[src/rtl/lsu_dmem_port.sv]
// Load/store unit: one load/store at a time onto a word bus with byte enables; optional LSU_TIMEOUT_EN watchdog.
// Latency from accept with a zero-wait bus: error response 1 cycle, store 2 cycles, load 3 cycles.
// Backpressure: req_ready is low while an operation is in flight; the completion pulse cannot be stalled.
module lsu_dmem_port #(
   parameter int unsigned TIMEOUT_CYCLES = 255
) (
   input  logic        clk,
   input  logic        rst_n,
   input  logic        req_valid,
   output logic        req_ready,
   input  logic        memread,
   input  logic        memwrite,
   input  logic [2:0]  funct3,
   input  logic [31:0] addr,
   input  logic [31:0] wdata,
   output logic        resp_valid,
   output logic        resp_err,
   output logic [31:0] rdata,
   output logic        dmem_req,
   output logic        dmem_we,
   output logic [31:0] dmem_addr,
   output logic [3:0]  dmem_be,
   output logic [31:0] dmem_wdata,
   input  logic        dmem_gnt,
   input  logic        dmem_rvalid,
   input  logic [31:0] dmem_rdata
);

   typedef enum logic [1:0] {IDLE, REQ, WAIT, RESP} state_t;

   state_t      state_q, state_d;
   logic [31:0] addr_q, wdata_q, rdata_q;
   logic [2:0]  f3_q;
   logic        we_q, err_q;
   logic        accept, legal, misaligned, timeout;
   logic [3:0]  be;
   logic [31:0] bus_wdata, load_val;
   logic [7:0]  lane_b;
   logic [15:0] lane_h;

   assign accept = (state_q == IDLE) && req_valid && (memread || memwrite);

   always_comb begin
      legal = 1'b0;
      if (memread && memwrite)
         legal = 1'b0;
      else if (memread)
         legal = funct3 inside {3'b000, 3'b001, 3'b010, 3'b100, 3'b101};
      else
         legal = funct3 inside {3'b000, 3'b001, 3'b010};
      misaligned = ((funct3[1:0] == 2'b01) && addr[0]) ||
                   ((funct3[1:0] == 2'b10) && (addr[1:0] != 2'b00));
   end

   // Lane steering is driven from the latched operation so the bus stays stable until grant.
   always_comb begin
      be        = 4'b1111;
      bus_wdata = wdata_q;
      case (f3_q[1:0])
         2'b00: begin
            be        = 4'b0001 << addr_q[1:0];
            bus_wdata = {4{wdata_q[7:0]}};
         end
         2'b01: begin
            be        = addr_q[1] ? 4'b1100 : 4'b0011;
            bus_wdata = {2{wdata_q[15:0]}};
         end
         default: ;
      endcase
   end

   always_comb begin
      lane_b = dmem_rdata[7:0];
      case (addr_q[1:0])
         2'b01:   lane_b = dmem_rdata[15:8];
         2'b10:   lane_b = dmem_rdata[23:16];
         2'b11:   lane_b = dmem_rdata[31:24];
         default: ;
      endcase
      lane_h = addr_q[1] ? dmem_rdata[31:16] : dmem_rdata[15:0];
      case (f3_q)
         3'b000:  load_val = {{24{lane_b[7]}}, lane_b};
         3'b100:  load_val = {24'd0, lane_b};
         3'b001:  load_val = {{16{lane_h[15]}}, lane_h};
         3'b101:  load_val = {16'd0, lane_h};
         default: load_val = dmem_rdata;
      endcase
   end

`ifdef LSU_TIMEOUT_EN
   localparam int CNT_W = ($clog2(TIMEOUT_CYCLES + 1) > 8) ? $clog2(TIMEOUT_CYCLES + 1) : 8;
   logic [CNT_W-1:0] cnt_q;

   always_ff @(posedge clk or negedge rst_n) begin
      if (!rst_n)
         cnt_q <= '0;
      else if (accept)
         cnt_q <= '0;
      else if (state_q == REQ || state_q == WAIT)
         cnt_q <= cnt_q + 1'b1;
   end

   assign timeout = (cnt_q == CNT_W'(TIMEOUT_CYCLES - 1));
`else
   assign timeout = 1'b0;
`endif

   always_comb begin
      state_d = state_q;
      case (state_q)
         IDLE: if (accept) state_d = (!legal || misaligned) ? RESP : REQ;
         REQ: begin
            if (dmem_gnt)     state_d = we_q ? RESP : WAIT;
            else if (timeout) state_d = RESP;
         end
         WAIT: if (dmem_rvalid || timeout) state_d = RESP;
         RESP: state_d = IDLE;
         default: state_d = IDLE;
      endcase
   end

   always_ff @(posedge clk or negedge rst_n) begin
      if (!rst_n) begin
         state_q <= IDLE;
         addr_q  <= '0;
         wdata_q <= '0;
         rdata_q <= '0;
         f3_q    <= '0;
         we_q    <= 1'b0;
         err_q   <= 1'b0;
      end else begin
         state_q <= state_d;
         if (accept) begin
            addr_q  <= addr;
            wdata_q <= wdata;
            f3_q    <= funct3;
            we_q    <= memwrite;
            err_q   <= !legal || misaligned;
            rdata_q <= '0;
         end else if (state_q == REQ && !dmem_gnt && timeout) begin
            err_q <= 1'b1;
         end else if (state_q == WAIT) begin
            if (dmem_rvalid)
               rdata_q <= load_val;
            else if (timeout)
               err_q <= 1'b1;
         end
      end
   end

   assign req_ready  = (state_q == IDLE);
   assign resp_valid = (state_q == RESP);
   assign resp_err   = (state_q == RESP) && err_q;
   assign rdata      = rdata_q;
   assign dmem_req   = (state_q == REQ);
   assign dmem_we    = (state_q == REQ) && we_q;
   assign dmem_addr  = {addr_q[31:2], 2'b00};
   assign dmem_be    = (state_q == REQ) ? be : 4'b0000;
   assign dmem_wdata = bus_wdata;

endmodule

[config.mk]
export PLATFORM = sky130hd
export DESIGN_NAME = lsu_dmem_port
export DESIGN_NICKNAME = d
export VERILOG_FILES = /design/src/rtl/lsu_dmem_port.sv
export SDC_FILE = /design/constraint.sdc
export NUM_CORES = 1
export LEC_CHECK = 0
export ABC_AREA = 1
export CAP_MARGIN = 20
export CORE_UTILIZATION = 35
export DETAILED_ROUTE_END_ITERATION = 6
export DONT_BUFFER_PORTS = 1
export PLACE_DENSITY = 0.47
export RECOVER_POWER = 50
export SYNTH_ARGS = -nofsm -noshare
export SYNTH_HDL_FRONTEND = slang
export SYNTH_SLANG_ARGS = --single-unit
export TNS_END_PERCENT = 100
[constraint.sdc]
create_clock -name clk -period 2.75 [get_ports clk]
set_input_delay 0.55 -clock clk [delete_from_list [all_inputs] [get_ports clk]]
set_output_delay 0.55 -clock clk [all_outputs]
set_load 0.02 [all_outputs]
==> key figures <==
Worst setup path
  • CP startpoint kind: register
  • Crit path max fanout: 16
  • CP arrival: 2030 ps
  • Top delay family on crit path: buffers and inverters
  • Crit-path cells: inv_2, nand2_1, clkinvlp_4, buf_4, a31oi_1, a21oi_1, buf_4
  • CP max stage delay: 380 ps
  • CP endpoint kind: output port
  • Top cell by count, worst path: buf_4
  • Cells on worst reg2reg path: 10
  • CP startpoint: f3_q[1]
  • Crit path capture: dmem_be[3]
  • Reg2reg end: state_q[1]
  • CP bufs+invs: 4
  • Reg2reg start: state_q[0]
  • Setup CP Type: register to output port
  • Stages on worst setup path: 7
  • FF-to-FF setup slack: 610 ps
  • CP Data Required Time: 2200 ps
  • Critical-path cell with the highest stage delay: dfrtp_1

Global route
  • Global-route wire length before repair: 23.6 mm
  • Total GRT Usage: 19.5%
  • Largest net degree at the start of global routing: 104
  • Initial antenna violation count: 0
  • Vias in the first global route: 4361
  • GRT overflow: 0

Route
  • Pre-antenna DRT Iters: 7
  • WL/cell: 17.0 µm
  • Number of DRC markers in iteration 0: 247
  • DRC: 14
  • Vias: 4303
  • Vias per cell: 4.92
  • Final wirelength: 14.9 mm
  • Post-DRT Antenna Nets: 0

Power
  • Static Leak: 3.02 nW
  • Cell area power density: 1380 nW/µm²
  • VDD IR max: 0.606 mV
  • Tot Pwr: 7.65 mW

Placed design
  • Placed cell count: 857
  • Gpl congestion: 0.848
  • Dpl hpwl: 10.8 mm
  • Area after DPL: 5250 µm²
  • Pre-CTS setup slack: 426 ps
  • Number of I/O port buffers: 0

Floorplanning
  • Starting Density: 36.3%
  • I/O pin count: 211
  • Row Count: 44
  • Chip Width: 126 µm
  • Core Region: 14800 µm²
  • Chip Height: 126 µm
  • Die area: 15800 µm²

Logic synthesis
  • Register area share after synthesis: 48.2%
  • Most frequent cell after synthesis: nand2_1
  • Syn Inst Count: 725
  • Number of synthesized flops with an enable pin: 0
  • #FFs+latches synth: 103
  • Synth top cells by count: nand2_1 (368), dfrtp_1 (103), buf_4 (47)
  • Average cell area after synthesis: 7.38 µm²
  • Ys Warns: 0
  • Yosys top cell by area: dfrtp_1
  • Prevailing post-synth register cell: dfrtp_1
  • Distinct cell type count after synthesis: 31
  • Largest cells by area after synthesis: dfrtp_1 (48%), nand2_1 (26%), buf_4 (6.6%)
  • Post-synth top area share: 48.2%
  • Ys async rst share: 100%
  • Post-Syn Area: 5350 µm²

Clock network
  • CTS Root Cell: clkbuf_16
  • CTS H-tree depth: 3
  • Clk sinks: 103
  • Clock slew at reported path FFs: 70 ps
  • CTS buffer count: 9
  • Clock Latency Late Sink: 350 ps
  • CTS tree: done
  • Clk buf depth: 2

Timing
  • Final worst slack: 167 ps
  • Final Setup Violations: 0
  • Slew Viols, Final: 0
  • Hold Slack: -118 ps
  • Final hold vios: 103
  • RSZ-0062 raised after global routing: false
  • Period utilization: 93.9%
  • Setup_tns: 0 ps
  • Headroom to the max-slew limit: 34.1%
  • Layout Skew: 7.39 ps
  • Fmax: 387 MHz
  • Actual slew at the worst max-slew pin: 988 ps
  • Post-layout min period: 2580 ps

Cells and area
  • Diode count: 0
  • Fillcell total: 1628
  • Final Util: 37.7%
  • Non-Filler Instances: 874
  • Count of nets after finishing: 795
  • Fraction of layout instances using a drive strength above 1: 7.10%
  • Final Cell Area: 5560 µm²
  • Synthesis-to-layout area growth: 3.83%

Flow run
  • Max Cap Violations: 0

Run status
  • Outcome: complete, but fails checks
  • Failing checks: design-rule violations, negative hold slack

Hold path
  • Hold Path Class: primary input to async pin
==> power breakdown <==
group          internal [mW]  leakage, nW  switching, mW  total [mW]
combinational          0.921         1.58           2.12        3.04
clock                  0.712        0.139          0.603        1.32
sequential              2.21         1.30           1.09        3.30
==> layout by cell type, fill, tap and decap left out, types with 2 or more instances in the layout <==
cell,synthesis,routed
inv_6,0,2
a31oi_1,2,2
ha_1,4,4
o211ai_1,11,11
nor2_1,34,33
dfrtp_1,103,103
nand2_1,368,368
clkinvlp_4,0,3
nand3_1,18,18
o21ai_0,33,33
buf_4,47,20
nor2_4,1,2
o21ai_1,2,2
nand2_2,2,2
clkbuf_16,0,9
a21oi_1,14,14
or2_1,2,2
o21bai_1,2,2
inv_1,43,41
conb_1,1,2
inv_2,4,5
==> cell type report <==
class                      instances  area (µm²)  area share, %
sequential                       103        2580           46.4
multi-input combinational        504        2120           38.2
tap                              184         230           4.14
clock buffer                      10         229           4.12
inverter                          47         180           3.24
timing repair buffer              20         150           2.70
clock inverter                     6        67.6           1.22
==> timing repair <==
item                       4_1_cts  5_1_grt
hold endpoints to repair       103      103
setup endpoints to repair        0       17
buffers inserted                 0        1
resized for setup                0        1
==> worst min-delay path by stage <==
| stage | from | to | cells past startpoint |
|---|---|---|---|
| 3_5_place_dp | rst_n | rdata[19] | 0 |
| 6_report | rst_n | rdata[20] | 0 |
| 4_1_cts | rst_n | addr_q[29] | 0 |
| 3_3_place_gp | rst_n | rdata[18] | 0 |
| 2_1_floorplan | rst_n | addr_q[0] | 0 |
| 5_1_grt | rst_n | rdata[19] | 0 |
==> per-layer routing <==
metal	vias up	part of all wire (%)	global-route usage (%)
met5	-	0	0
met4	0	2.4	8.68
met3	22	11	7.18
met2	166	46	31.2
met1	2006	41	23.6
li1	2109	-	-
==> cell families after synthesis <==
kind of cell / synth area share (%)
buf+inv: 12.4
compound gates: 7.18
fa+ha+maj: 0.935
simple gates: 31.3
flops: 48.2
other cells: 0.0701
==> flip-flops by register name (all words and copies together) (netlist names) <==
name,cells
err_q,1
wdata_q,32
rdata,32
state_q,2
addr_q,32
we_q,1
f3_q,3
==> worst reg2reg max path, delay by kind of cell (launching register included) <==
family        cells  cell delay, ps
flops             1             400
fa+ha+maj         1             240
simple gates      7             580
buf+inv           2             810
Note: power is estimated with default switching activity, not from simulation.
